### src/rtl/ex_muldiv_unit_if.sv
// ============================================================================
// Module      : ex_muldiv_unit_if
// Description : Request/result bundle between the EX stage and ex_muldiv_unit.
// Revision    : 1.0 - initial release
// ============================================================================
`default_nettype none

interface ex_muldiv_unit_if #(
    parameter int WIDTH = 32
);
    logic             start_i;
    logic             kill_i;
    logic [2:0]       op_i;
    logic [WIDTH-1:0] a_i;
    logic [WIDTH-1:0] b_i;
    logic [WIDTH-1:0] result_o;
    logic             valid_o;
    logic             busy_o;

    modport master (
        output start_i, kill_i, op_i, a_i, b_i,
        input  result_o, valid_o, busy_o
    );

    modport slave (
        input  start_i, kill_i, op_i, a_i, b_i,
        output result_o, valid_o, busy_o
    );
endinterface

`default_nettype wire

### src/rtl/ex_muldiv_unit.sv
// ============================================================================
// Module      : ex_muldiv_unit
// Description : Iterative RV32M multiply/divide (shift-add, restoring divide).
//               Optional macro MULDIV_FAST_MUL_EN: single-cycle multiplies.
// Revision    : 1.0 - initial release
// ============================================================================
`default_nettype none

module ex_muldiv_unit #(
    parameter int WIDTH = 32,
    parameter int CNT_W = 5
) (
    input  wire logic         clk,
    input  wire logic         rst,
    ex_muldiv_unit_if.slave   bus
);
    localparam logic [1:0]       c_st_idle  = 2'd0;
    localparam logic [1:0]       c_st_calc  = 2'd1;
    localparam logic [1:0]       c_st_fin   = 2'd2;
    localparam logic [WIDTH-1:0] c_ones     = {WIDTH{1'b1}};
    localparam logic [WIDTH-1:0] c_min      = {1'b1, {(WIDTH-1){1'b0}}};
    localparam logic [CNT_W-1:0] c_cnt_init = CNT_W'(WIDTH-1);

    logic [1:0]       r_state;
    logic [1:0]       w_state_nxt;
    logic             r_busy;
    logic [CNT_W-1:0] r_cnt;
    logic [2:0]       r_op;
    logic [WIDTH-1:0] r_hi;
    logic [WIDTH-1:0] r_lo;
    logic [WIDTH-1:0] r_opb;
    logic             r_neg_q;
    logic             r_neg_r;
    logic             r_special;
    logic [WIDTH-1:0] r_result;
    logic             r_valid;

    // ---------------- request decode (from live bus inputs) ----------------
    logic             w_is_div;
    logic             w_a_signed;
    logic             w_b_signed;
    logic             w_neg_a;
    logic             w_neg_b;
    logic [WIDTH-1:0] w_abs_a;
    logic [WIDTH-1:0] w_abs_b;
    logic             w_div_zero;
    logic             w_div_ovf;
    logic             w_special;
    logic [WIDTH-1:0] w_special_res;
    logic             w_accept;
    logic             w_fast_mul;

    assign w_is_div   = bus.op_i[2];
    assign w_a_signed = bus.op_i[2] ? ~bus.op_i[0] : (bus.op_i[1:0] != 2'b11);
    assign w_b_signed = bus.op_i[2] ? ~bus.op_i[0] : ~bus.op_i[1];
    assign w_neg_a    = w_a_signed & bus.a_i[WIDTH-1];
    assign w_neg_b    = w_b_signed & bus.b_i[WIDTH-1];
    assign w_abs_a    = w_neg_a ? (-bus.a_i) : bus.a_i;
    assign w_abs_b    = w_neg_b ? (-bus.b_i) : bus.b_i;
    assign w_div_zero = w_is_div & (bus.b_i == '0);
    assign w_div_ovf  = w_is_div & ~bus.op_i[0] & (bus.a_i == c_min) & (bus.b_i == c_ones);
    assign w_special  = w_div_zero | w_div_ovf;
    // Divide-by-zero takes precedence; op_i[1] distinguishes REM* from DIV*.
    assign w_special_res = w_div_zero ? (bus.op_i[1] ? bus.a_i : c_ones)
                                      : (bus.op_i[1] ? '0 : c_min);
    assign w_accept   = (r_state == c_st_idle) & bus.start_i & ~bus.kill_i;

`ifdef MULDIV_FAST_MUL_EN
    assign w_fast_mul = ~bus.op_i[2];
`else
    assign w_fast_mul = 1'b0;
`endif

    // ---------------- control FSM ----------------
    always_comb begin
        w_state_nxt = r_state;
        case (r_state)
            c_st_idle: begin
                if (w_accept) begin
                    w_state_nxt = (w_special | w_fast_mul) ? c_st_fin : c_st_calc;
                end
            end
            c_st_calc: begin
                if (r_cnt == '0) begin
                    w_state_nxt = c_st_fin;
                end
            end
            c_st_fin:  w_state_nxt = c_st_idle;
            default:   w_state_nxt = c_st_idle;
        endcase
        if (bus.kill_i) begin
            w_state_nxt = c_st_idle;
        end
    end

    always_ff @(posedge clk) begin
        if (rst) begin
            r_state <= c_st_idle;
            r_busy  <= 1'b0;
        end else begin
            r_state <= w_state_nxt;
            r_busy  <= (w_state_nxt == c_st_calc) | (w_state_nxt == c_st_fin);
        end
    end

    // ---------------- one iteration of each algorithm ----------------
    // Multiply: r_hi:r_lo is the accumulator, r_lo starts as the multiplier.
    logic [WIDTH:0]   w_mul_sum;
    logic [WIDTH-1:0] w_mul_hi_nxt;
    logic [WIDTH-1:0] w_mul_lo_nxt;

    assign w_mul_sum    = {1'b0, r_hi} + (r_lo[0] ? {1'b0, r_opb} : {(WIDTH+1){1'b0}});
    assign w_mul_hi_nxt = w_mul_sum[WIDTH:1];
    assign w_mul_lo_nxt = {w_mul_sum[0], r_lo[WIDTH-1:1]};

    // Divide: r_hi is the partial remainder, r_lo shifts dividend out / quotient in.
    logic [WIDTH:0]   w_div_shift;
    logic [WIDTH+1:0] w_div_diff;
    logic             w_div_fits;
    logic [WIDTH-1:0] w_rem_nxt;
    logic [WIDTH-1:0] w_quo_nxt;

    assign w_div_shift = {r_hi, r_lo[WIDTH-1]};
    assign w_div_diff  = {1'b0, w_div_shift} - {2'b00, r_opb};
    assign w_div_fits  = ~w_div_diff[WIDTH+1];
    assign w_rem_nxt   = w_div_fits ? w_div_diff[WIDTH-1:0] : w_div_shift[WIDTH-1:0];
    assign w_quo_nxt   = {r_lo[WIDTH-2:0], w_div_fits};

    // ---------------- sign fix-up and result select ----------------
    logic [2*WIDTH-1:0] w_prod_abs;
    logic [2*WIDTH-1:0] w_prod_fix;
    logic [WIDTH-1:0]   w_quo_fix;
    logic [WIDTH-1:0]   w_rem_fix;
    logic [WIDTH-1:0]   w_fin_res;

    assign w_prod_abs = {r_hi, r_lo};
    assign w_prod_fix = r_neg_q ? (-w_prod_abs) : w_prod_abs;
    assign w_quo_fix  = r_neg_q ? (-r_lo) : r_lo;
    assign w_rem_fix  = r_neg_r ? (-r_hi) : r_hi;

`ifdef MULDIV_FAST_MUL_EN
    logic                      r_ext_a;
    logic                      r_ext_b;
    logic signed [WIDTH:0]     w_fast_x;
    logic signed [WIDTH:0]     w_fast_y;
    logic signed [2*WIDTH+1:0] w_fast_prod;
    logic [WIDTH-1:0]          w_fast_res;

    // Fast path keeps raw operands in r_hi/r_opb with their per-op sign extension bits.
    assign w_fast_x    = {r_ext_a, r_hi};
    assign w_fast_y    = {r_ext_b, r_opb};
    assign w_fast_prod = w_fast_x * w_fast_y;
    assign w_fast_res  = (r_op[1:0] == 2'b00) ? w_fast_prod[WIDTH-1:0]
                                              : w_fast_prod[2*WIDTH-1:WIDTH];
`endif

    always_comb begin
        w_fin_res = '0;
        if (r_special) begin
            w_fin_res = r_lo;
        end else begin
            case (r_op)
                3'b000:                 w_fin_res = w_prod_fix[WIDTH-1:0];
                3'b001, 3'b010, 3'b011: w_fin_res = w_prod_fix[2*WIDTH-1:WIDTH];
                3'b100, 3'b101:         w_fin_res = w_quo_fix;
                default:                w_fin_res = w_rem_fix;
            endcase
`ifdef MULDIV_FAST_MUL_EN
            if (!r_op[2]) begin
                w_fin_res = w_fast_res;
            end
`endif
        end
    end

    // ---------------- datapath registers ----------------
    always_ff @(posedge clk) begin
        if (rst) begin
            r_cnt     <= '0;
            r_op      <= '0;
            r_hi      <= '0;
            r_lo      <= '0;
            r_opb     <= '0;
            r_neg_q   <= 1'b0;
            r_neg_r   <= 1'b0;
            r_special <= 1'b0;
            r_result  <= '0;
            r_valid   <= 1'b0;
`ifdef MULDIV_FAST_MUL_EN
            r_ext_a   <= 1'b0;
            r_ext_b   <= 1'b0;
`endif
        end else begin
            r_valid <= 1'b0;
            if (!bus.kill_i) begin
                case (r_state)
                    c_st_idle: begin
                        if (bus.start_i) begin
                            r_op      <= bus.op_i;
                            r_cnt     <= c_cnt_init;
                            r_hi      <= '0;
                            r_neg_q   <= w_neg_a ^ w_neg_b;
                            r_neg_r   <= w_neg_a;
                            r_special <= w_special;
                            if (w_special) begin
                                r_lo  <= w_special_res;
                                r_opb <= '0;
                            end else if (w_is_div) begin
                                r_lo  <= w_abs_a;
                                r_opb <= w_abs_b;
                            end else begin
                                r_lo  <= w_abs_b;
                                r_opb <= w_abs_a;
                            end
`ifdef MULDIV_FAST_MUL_EN
                            if (w_fast_mul) begin
                                r_hi    <= bus.a_i;
                                r_opb   <= bus.b_i;
                                r_ext_a <= w_neg_a;
                                r_ext_b <= w_neg_b;
                            end
`endif
                        end
                    end
                    c_st_calc: begin
                        if (r_op[2]) begin
                            r_hi <= w_rem_nxt;
                            r_lo <= w_quo_nxt;
                        end else begin
                            r_hi <= w_mul_hi_nxt;
                            r_lo <= w_mul_lo_nxt;
                        end
                        if (r_cnt != '0) begin
                            r_cnt <= r_cnt - 1'b1;
                        end
                    end
                    c_st_fin: begin
                        r_result <= w_fin_res;
                        r_valid  <= 1'b1;
                    end
                    default: ;
                endcase
            end
        end
    end

    assign bus.result_o = r_result;
    assign bus.valid_o  = r_valid;
    assign bus.busy_o   = r_busy;

endmodule

`default_nettype wire

### src/flat_wrapper.sv
// flat-port wrapper written by rule: the top's interface ports become plain ports
module ex_muldiv_unit_flat 
#(
    parameter int WIDTH = 32,
    parameter int CNT_W = 5
)
  (clk, rst, bus_start_i, bus_kill_i, bus_op_i, bus_a_i, bus_b_i, bus_result_o, bus_valid_o, bus_busy_o);
  ex_muldiv_unit_if #(.WIDTH(WIDTH)) bus_i ();
  input  wire logic clk;
  input  wire logic rst;
  input wire logic [$bits(bus_i.start_i)-1:0] bus_start_i;
  input wire logic [$bits(bus_i.kill_i)-1:0] bus_kill_i;
  input wire logic [$bits(bus_i.op_i)-1:0] bus_op_i;
  input wire logic [$bits(bus_i.a_i)-1:0] bus_a_i;
  input wire logic [$bits(bus_i.b_i)-1:0] bus_b_i;
  output wire logic [$bits(bus_i.result_o)-1:0] bus_result_o;
  output wire logic [$bits(bus_i.valid_o)-1:0] bus_valid_o;
  output wire logic [$bits(bus_i.busy_o)-1:0] bus_busy_o;
  assign bus_i.start_i = bus_start_i;
  assign bus_i.kill_i = bus_kill_i;
  assign bus_i.op_i = bus_op_i;
  assign bus_i.a_i = bus_a_i;
  assign bus_i.b_i = bus_b_i;
  assign bus_result_o = bus_i.result_o;
  assign bus_valid_o = bus_i.valid_o;
  assign bus_busy_o = bus_i.busy_o;
  ex_muldiv_unit #(.WIDTH(WIDTH), .CNT_W(CNT_W)) u_core (.clk(clk), .rst(rst), .bus(bus_i));
endmodule
### config.mk
export PLATFORM = sky130hd
export DESIGN_NAME = ex_muldiv_unit_flat
export DESIGN_NICKNAME = d
export VERILOG_FILES = /design/src/rtl/ex_muldiv_unit_if.sv /design/src/rtl/ex_muldiv_unit.sv /design/src/flat_wrapper.sv
export SDC_FILE = /design/constraint.sdc
export NUM_CORES = 1
export LEC_CHECK = 0
export BUFFER_PORTS_ARGS = -buffer_cell sky130_fd_sc_hd__buf_2
export CAP_MARGIN = 20
export CORE_MARGIN = 2
export CORE_UTILIZATION = 27
export CTS_CLUSTER_DIAMETER = 100
export DETAILED_ROUTE_END_ITERATION = 8
export PLACE_DENSITY_LB_ADDON = 0.08
export SETUP_SLACK_MARGIN = 0.3
export SYNTH_ARGS = -nofsm -noshare
export SYNTH_HDL_FRONTEND = slang
export SYNTH_SLANG_ARGS = --single-unit
### constraint.sdc
create_clock -name clk -period 9.4 [get_ports clk]
set_input_delay 1.41 -clock clk [delete_from_list [all_inputs] [get_ports clk]]
set_output_delay 1.41 -clock clk [all_outputs]
set_load 0.01 [all_outputs]
==> out/results.ini, run 1 <==
[global_route]
antenna_found_initial=2
grt_usage=0.235
grt-ovfl-total=0
first_global_vias=15600
grt_first_pass_wirelength_um=102000
grt_max_degree=103

[flow_run]
cap_violations=0

[clock_network]
clk_pin_slew_worst_paths_ns=0.07
clockBufferDepth=2
numCtsBuffers=17
holdBufCountCts=0
clk-insertion-delay-late_ns=0.50
cts.repair.resized=0
h-tree-depth=4
cts_tree=done
clockRootBuffer=clkbuf_16
clock-sinks=143
post-cts-setup-buffer-count=0

[detailed_routing]
wirelength_um=68000
ant_nets=0
drt-pass1-iter-count=5
wl_met3_um=3370
wl_met1_um=31900
routed.top_layer=met4
wl_met2_um=29800
drt_iter0_markers=1343
vias_per_cell=5.64
vias=16300
routedWlPerCell_um=23.5
drc=0

[layout]
fin_cells=2894
syn_to_final_growth_pct=11.2
post-route-util=0.304
antennaDiodeCount=0
drive_above_1_share=0.103
final_net_count=2276

[die]
rows=86
core_area_um2=55200
io-pin-count=105
die_w_um=241
start_util=0.274
dieArea_um2=57900
die_height_um=241

[min_path]
min_from=u_core.r_opb[11]
min_to=u_core.r_opb[11]
hp-class=reg -> reg
holdPathStages=2

[synth]
ys.flop_type=dfxtp_1
synth_top_family_by_area=compound AO/OA/AOI/OAI gates
synth_nets=2289
synth_cells=2146
yosysUniqueCellTypes=84
synth_edf_count=0
ys_async_sr_fraction=0
synth-adder-area-share=0.0606
synth_seq_area_share=0.189
synth_compound_area_frac=0.316
syn_avg_cell_area_um2=7.04
yosys.area_share.simple=0.231
synth_xor_area_frac=0.103
yosys_warnings=0
synth_area_um2=15100
synth_seq_cells=143
synth.area.mux_share=0.0338

[placed_design]
placedCellCount=2861
port_buffers=104
routabilityCongestion=0.911
hpwl_um=51400

[timing]
skew_ns=0.0200
setup_viol=0
fin_tns_setup_ns=0
whs_ns=0.452
rsz0062_at_grt=false
finalHoldViolCount=0
fmax_mhz=213
finalCritPeriodShare=0.500
tightest_slew_ns=1.02
slew_headroom=0.314
period_minus_slack_ns=4.70
slew_viol_final=0

[setup_path]
rrSetupSlack_ns=4.70
critPathLaunchType=register
cp_max_fo=31
ff2ff_path_depth=12
critPathKind=reg -> reg
r2r-start=u_core.r_lo[0]
crit_arrival_ns=5.07
r2r-end=u_core.r_hi[25]
worstPathRequired_ns=9.77
endpoint_kind=register
crit_start=u_core.r_lo[0]

[run_status]
status=finished, final reports clean

[pwr]
ir_drop_mv=0.136
powerDensity_nw_per_um2=119
p_leak_nw=6.63

-- placed cells by master, fill, tap and decap left out, types with 16 or more instances in the layout --
cell / Yosys / routed
nor2b_1: 25 / 24
nand4_1: 21 / 21
o31ai_1: 36 / 36
buf_2: 8 / 103
nor2_1: 174 / 172
o21ai_0: 135 / 135
nor3_1: 56 / 55
nand3b_1: 16 / 16
or3_1: 26 / 26
or4_1: 17 / 17
a32o_1: 19 / 19
inv_1: 80 / 80
ha_1: 70 / 70
a31oi_1: 30 / 30
nor4_1: 18 / 18
xnor2_1: 101 / 101
nand2_1: 226 / 226
mux2i_1: 51 / 51
dfxtp_1: 143 / 140
nand2b_1: 22 / 22
a21o_1: 43 / 43
buf_4: 2 / 38
o211ai_1: 39 / 39
nand3_1: 54 / 54
o221ai_1: 17 / 17
a211oi_1: 38 / 38
a21oi_1: 211 / 210
clkbuf_16: 0 / 17
xor2_1: 76 / 76
-- registers in the layout (all words and copies together) (netlist names), 2 cells and up --
register,count
u_core.bus.result_o,32
u_core.r_hi,32
u_core.r_lo,32
u_core.r_opb,32
u_core.r_cnt,5
u_core.r_op,3
u_core.r_state,2
-- report_power, final --
part / switching (W) / internal (W)
Clock: 0.000345 / 0.000378
Combinational: 0.000387 / 0.000209
Sequential: 0.0000434 / 0.000629
Total: 0.000775 / 0.00122
-- metrics by stage --
| step | cell area (um^2) | setup WS (ns) | total power [W] |
|---|---|---|---|
| after floorplan | 15100 | 5.10 | 0.00106 |
| after global placement | 16200 | 4.28 | 0.00128 |
| after detailed placement | 16200 | 4.27 | 0.00127 |
| after CTS | 16800 | 4.67 | 0.00200 |
| after global routing | 16800 | 4.33 | 0.00209 |
| final | 16800 | 4.70 | 0.00199 |
-- worst max path at each step --
| stage | cells after the start | end | slack (ns) |
|---|---|---|---|
| after global routing | 10 | u_core.r_lo[30] | 4.33 |
| after detailed placement | 10 | u_core.r_lo[30] | 4.27 |
| final | 12 | u_core.r_hi[25] | 4.70 |
| after CTS | 12 | u_core.r_hi[25] | 4.67 |
| after floorplan | 13 | u_core.r_lo[29] | 5.10 |
| after global placement | 10 | u_core.r_lo[30] | 4.28 |
-- synth_stat cells (12+ instances only) --
| cell | instances | area (um^2) |
|---|---|---|
| a211o_1 | 13 | 114 |
| a211oi_1 | 38 | 285 |
| a21o_1 | 43 | 323 |
| a21oi_1 | 211 | 1060 |
| a221oi_1 | 13 | 114 |
| a31oi_1 | 30 | 188 |
| a32o_1 | 19 | 190 |
| and2_1 | 12 | 75.1 |
| clkbuf_1 | 151 | 567 |
| dfxtp_1 | 143 | 2860 |
| ha_1 | 70 | 876 |
| inv_1 | 80 | 300 |
| mux2i_1 | 51 | 510 |
| nand2_1 | 226 | 848 |
| nand2b_1 | 22 | 138 |
| nand3_1 | 54 | 270 |
| nand3b_1 | 16 | 120 |
| nand4_1 | 21 | 131 |
| nor2_1 | 174 | 653 |
| nor2b_1 | 25 | 156 |
| nor3_1 | 56 | 280 |
| nor4_1 | 18 | 113 |
| o211ai_1 | 39 | 293 |
| o21ai_0 | 135 | 676 |
| o221ai_1 | 17 | 149 |
| o31ai_1 | 36 | 270 |
| o41ai_1 | 12 | 105 |
| or2_2 | 12 | 75.1 |
| or3_1 | 26 | 163 |
| or4_1 | 17 | 128 |
| xnor2_1 | 101 | 885 |
| xor2_1 | 76 | 666 |
-- routing by layer --
layer	vias up	track usage
li1	7834	-
met1	7867	0.326
met2	508	0.361
met3	103	0.0344
met4	0	0.104
met5	-	0
-- cell families after synthesis --
family / Yosys count
buffers and inverters: 257
AO/OA/AOI/OAI: 727
flip-flops: 143
adder cells (fa/ha/maj): 72
multiplexers: 51
AND/OR/NAND/NOR: 719
XOR/XNOR: 177
-- area by class of cell --
cell class                      count  area [um^2]
Clock buffer                       17          425
Multi-Input combinational cell   1746        11300
Inverter                           82          308
Fill cell                        6054        38400
Tap cell                          748          936
Timing Repair Buffer              143          817
Clock inverter                     15          163
Sequential cell                   143         2870
-- critical path, cell delays in order (launching register included) --
cell and delay [ns]:
dfxtp_1 0.43, inv_1 0.09, buf_4 0.36, nor2_1 0.10
ha_1 0.35, a2111oi_0 0.71, a31oi_1 0.29, a221o_1 0.41
a221oi_1 0.66, o21ai_0 0.47, a41oi_1 0.36, mux2i_1 0.12
a211o_1 0.23
(Power assumes the default switching activity.)
==> run 2: changes to the inputs <==
ABC_AREA = 1   (was unset)
clock period = 4.46 ns   (was 9.4 ns; I/O delays follow)
==> out/results.ini, run 2 <==
[run_status]
status=finished, final reports clean

[synth]
synth_seq_cells=143
synth_seq_area_share=0.155
synth_area_leaders=nand2_1 24%, dfxtp_1 16%, nand3_1 9.5%, inv_1 9.4%, a21oi_1 7.8%
synth_top_area_share=0.237
ys.flop_type=dfxtp_1
synth_area_um2=18500
synth_top_area_cell=nand2_1
ys_async_sr_fraction=0
syn_avg_cell_area_um2=5.25
synth_nets=3660
yosysUniqueCellTypes=52
netlist_top_cells_count=1166 x nand2_1, 462 x inv_1, 367 x nor2_1
synth_cells=3517
yosysMostFrequentCell=nand2_1
synth_edf_count=0
yosys_warnings=0

[die]
core_area_um2=67400
io-pin-count=105
rows=95
start_util=0.274
die_height_um=266
die_w_um=266
dieArea_um2=70500

[detailed_routing]
vias_per_cell=5.13
drt_iter0_markers=2159
wl_met3_um=5970
drc=0
wl_met1_um=45000
drt-pass1-iter-count=6
routedWlPerCell_um=21.7
vias=22800
wirelength_um=96300
ant_nets=0
wl_met2_um=42000
routed.top_layer=met4

[layout]
regArea_um2=2870
drive_above_1_share=0.0680
final_common_cell=nand2_1
final_cell_mix=1166 x nand2_1, 462 x inv_1, 367 x nor2_1
final_cell_area_um2=20400
syn_to_final_growth_pct=10.3
final_net_count=3691
multi_input_area_um2=13200
antennaDiodeCount=0
nFillCells=7965

[pwr]
powerDensity_nw_per_um2=237
clkPwrFrac=0.327
fin_total_pwr_w=0.00483
internal_power_w=0.00269
combPwrFrac=0.377
p_seq_frac=0.296
p_leak_nw=10.5
switching_share=0.443
p_sw_w=0.00214
ir_drop_mv=0.335

[global_route]
grt_max_degree=85
antenna_found_initial=0
grt_first_pass_wirelength_um=141000
grt-ovfl-total=0
grt_usage=0.269
first_global_vias=21200

[timing]
slew_headroom=0.303
period_minus_slack_ns=3.30
slew_viol_final=0
setup_viol=0
finalHoldViolCount=0
skew_ns=0.0130
finalCritPeriodShare=0.741
fin_tns_setup_ns=0
fmax_mhz=303
tightest_slew_ns=1.04
rsz0062_at_grt=false

[clock_network]
clk_pin_slew_worst_paths_ns=0.07
post-cts-setup-buffer-count=0
clockBufferDepth=2
clockRootBuffer=clkbuf_16
h-tree-depth=4
numCtsBuffers=17
clock-sinks=143
holdBufCountCts=0
clk-insertion-delay-late_ns=0.50
cts_tree=done
cts.repair.resized=0

[placed_design]
hpwl_um=77400
port_buffers=104
routabilityCongestion=0.957
placed_area_um2=19800

[setup_path]
cp_max_fo=20
endpoint_kind=register
crit_arrival_ns=3.65
worstPathRequired_ns=4.81
critPathKind=reg -> reg
critPathLaunchType=register

[min_path]
hp-class=in -> reg

[flow_run]
cap_violations=0

-- run 2: final timing paths --
check	from	end	slack, ns	depth (start not counted)
setup reg to reg	u_core.r_hi[22]	u_core.r_hi[10]	1.16	13
hold / removal	bus_kill_i	u_core.r_state[1]	0.44	2
hold reg to reg	u_core.bus.result_o[1]	u_core.bus.result_o[1]	0.46	2
setup / recovery	u_core.r_hi[22]	u_core.r_hi[10]	1.16	13
-- run 2: per-layer routing --
metal  vias up  track usage
li1      11300            -
met1     10500        0.374
met2       768        0.421
met4         0       0.0983
met5         -            0
met3       113       0.0383
-- run 2: power by group through the flow --
| stage | clock, W | sequential (W) | combinational (W) |
|---|---|---|---|
| final | 0.00158 | 0.00143 | 0.00182 |
| after global routing | 0.00166 | 0.00144 | 0.00199 |
| after CTS | 0.00162 | 0.00143 | 0.00178 |
| after detailed placement | 0 | 0.00146 | 0.00178 |
| after global placement | 0 | 0.00146 | 0.00179 |
| after floorplan | 0 | 0.00140 | 0.00117 |
-- run 2: cell type report --
type | instances | share of cell area
well taps | 873 | 0.0536
flip-flops and latches | 143 | 0.141
multi-input cells | 2773 | 0.649
repair buffers | 136 | 0.0381
clock buffers | 18 | 0.0216
clock inverters | 14 | 0.00860
inverters | 477 | 0.0880
-- run 2: cells by family after synthesis --
family / Yosys count / synth area share
compound gates: 571 / 0.164
simple gates: 2067 / 0.472
fa+ha+maj: 72 / 0.0496
buf+inv: 601 / 0.129
flops: 143 / 0.155
xor+xnor: 63 / 0.0299
-- run 2: per-stage QoR --
step	util	hold slack, ns	std cells	setup slack (ns)
final	0.302	0.436	4434	1.16
after floorplan	-	0.431	3517	1.97
after CTS	0.302	0.405	4434	1.21
after global routing	0.302	0.439	4434	0.984
after detailed placement	0.293	0.453	4402	1.22
after global placement	0.293	0.452	4402	1.21
-- run 2: worst max-delay path, stage by stage, from the launching register on --
cell	delay [ns]
dfxtp_1	0.80
ha_1	0.39
nand2_1	0.16
inv_1	0.09
nand2_2	0.08
nor2_2	0.16
and2_1	0.19
nand2_4	0.12
nand2_4	0.25
nand2_4	0.12
inv_2	0.37
nand2_1	0.21
nand3b_1	0.14
a21oi_1	0.06
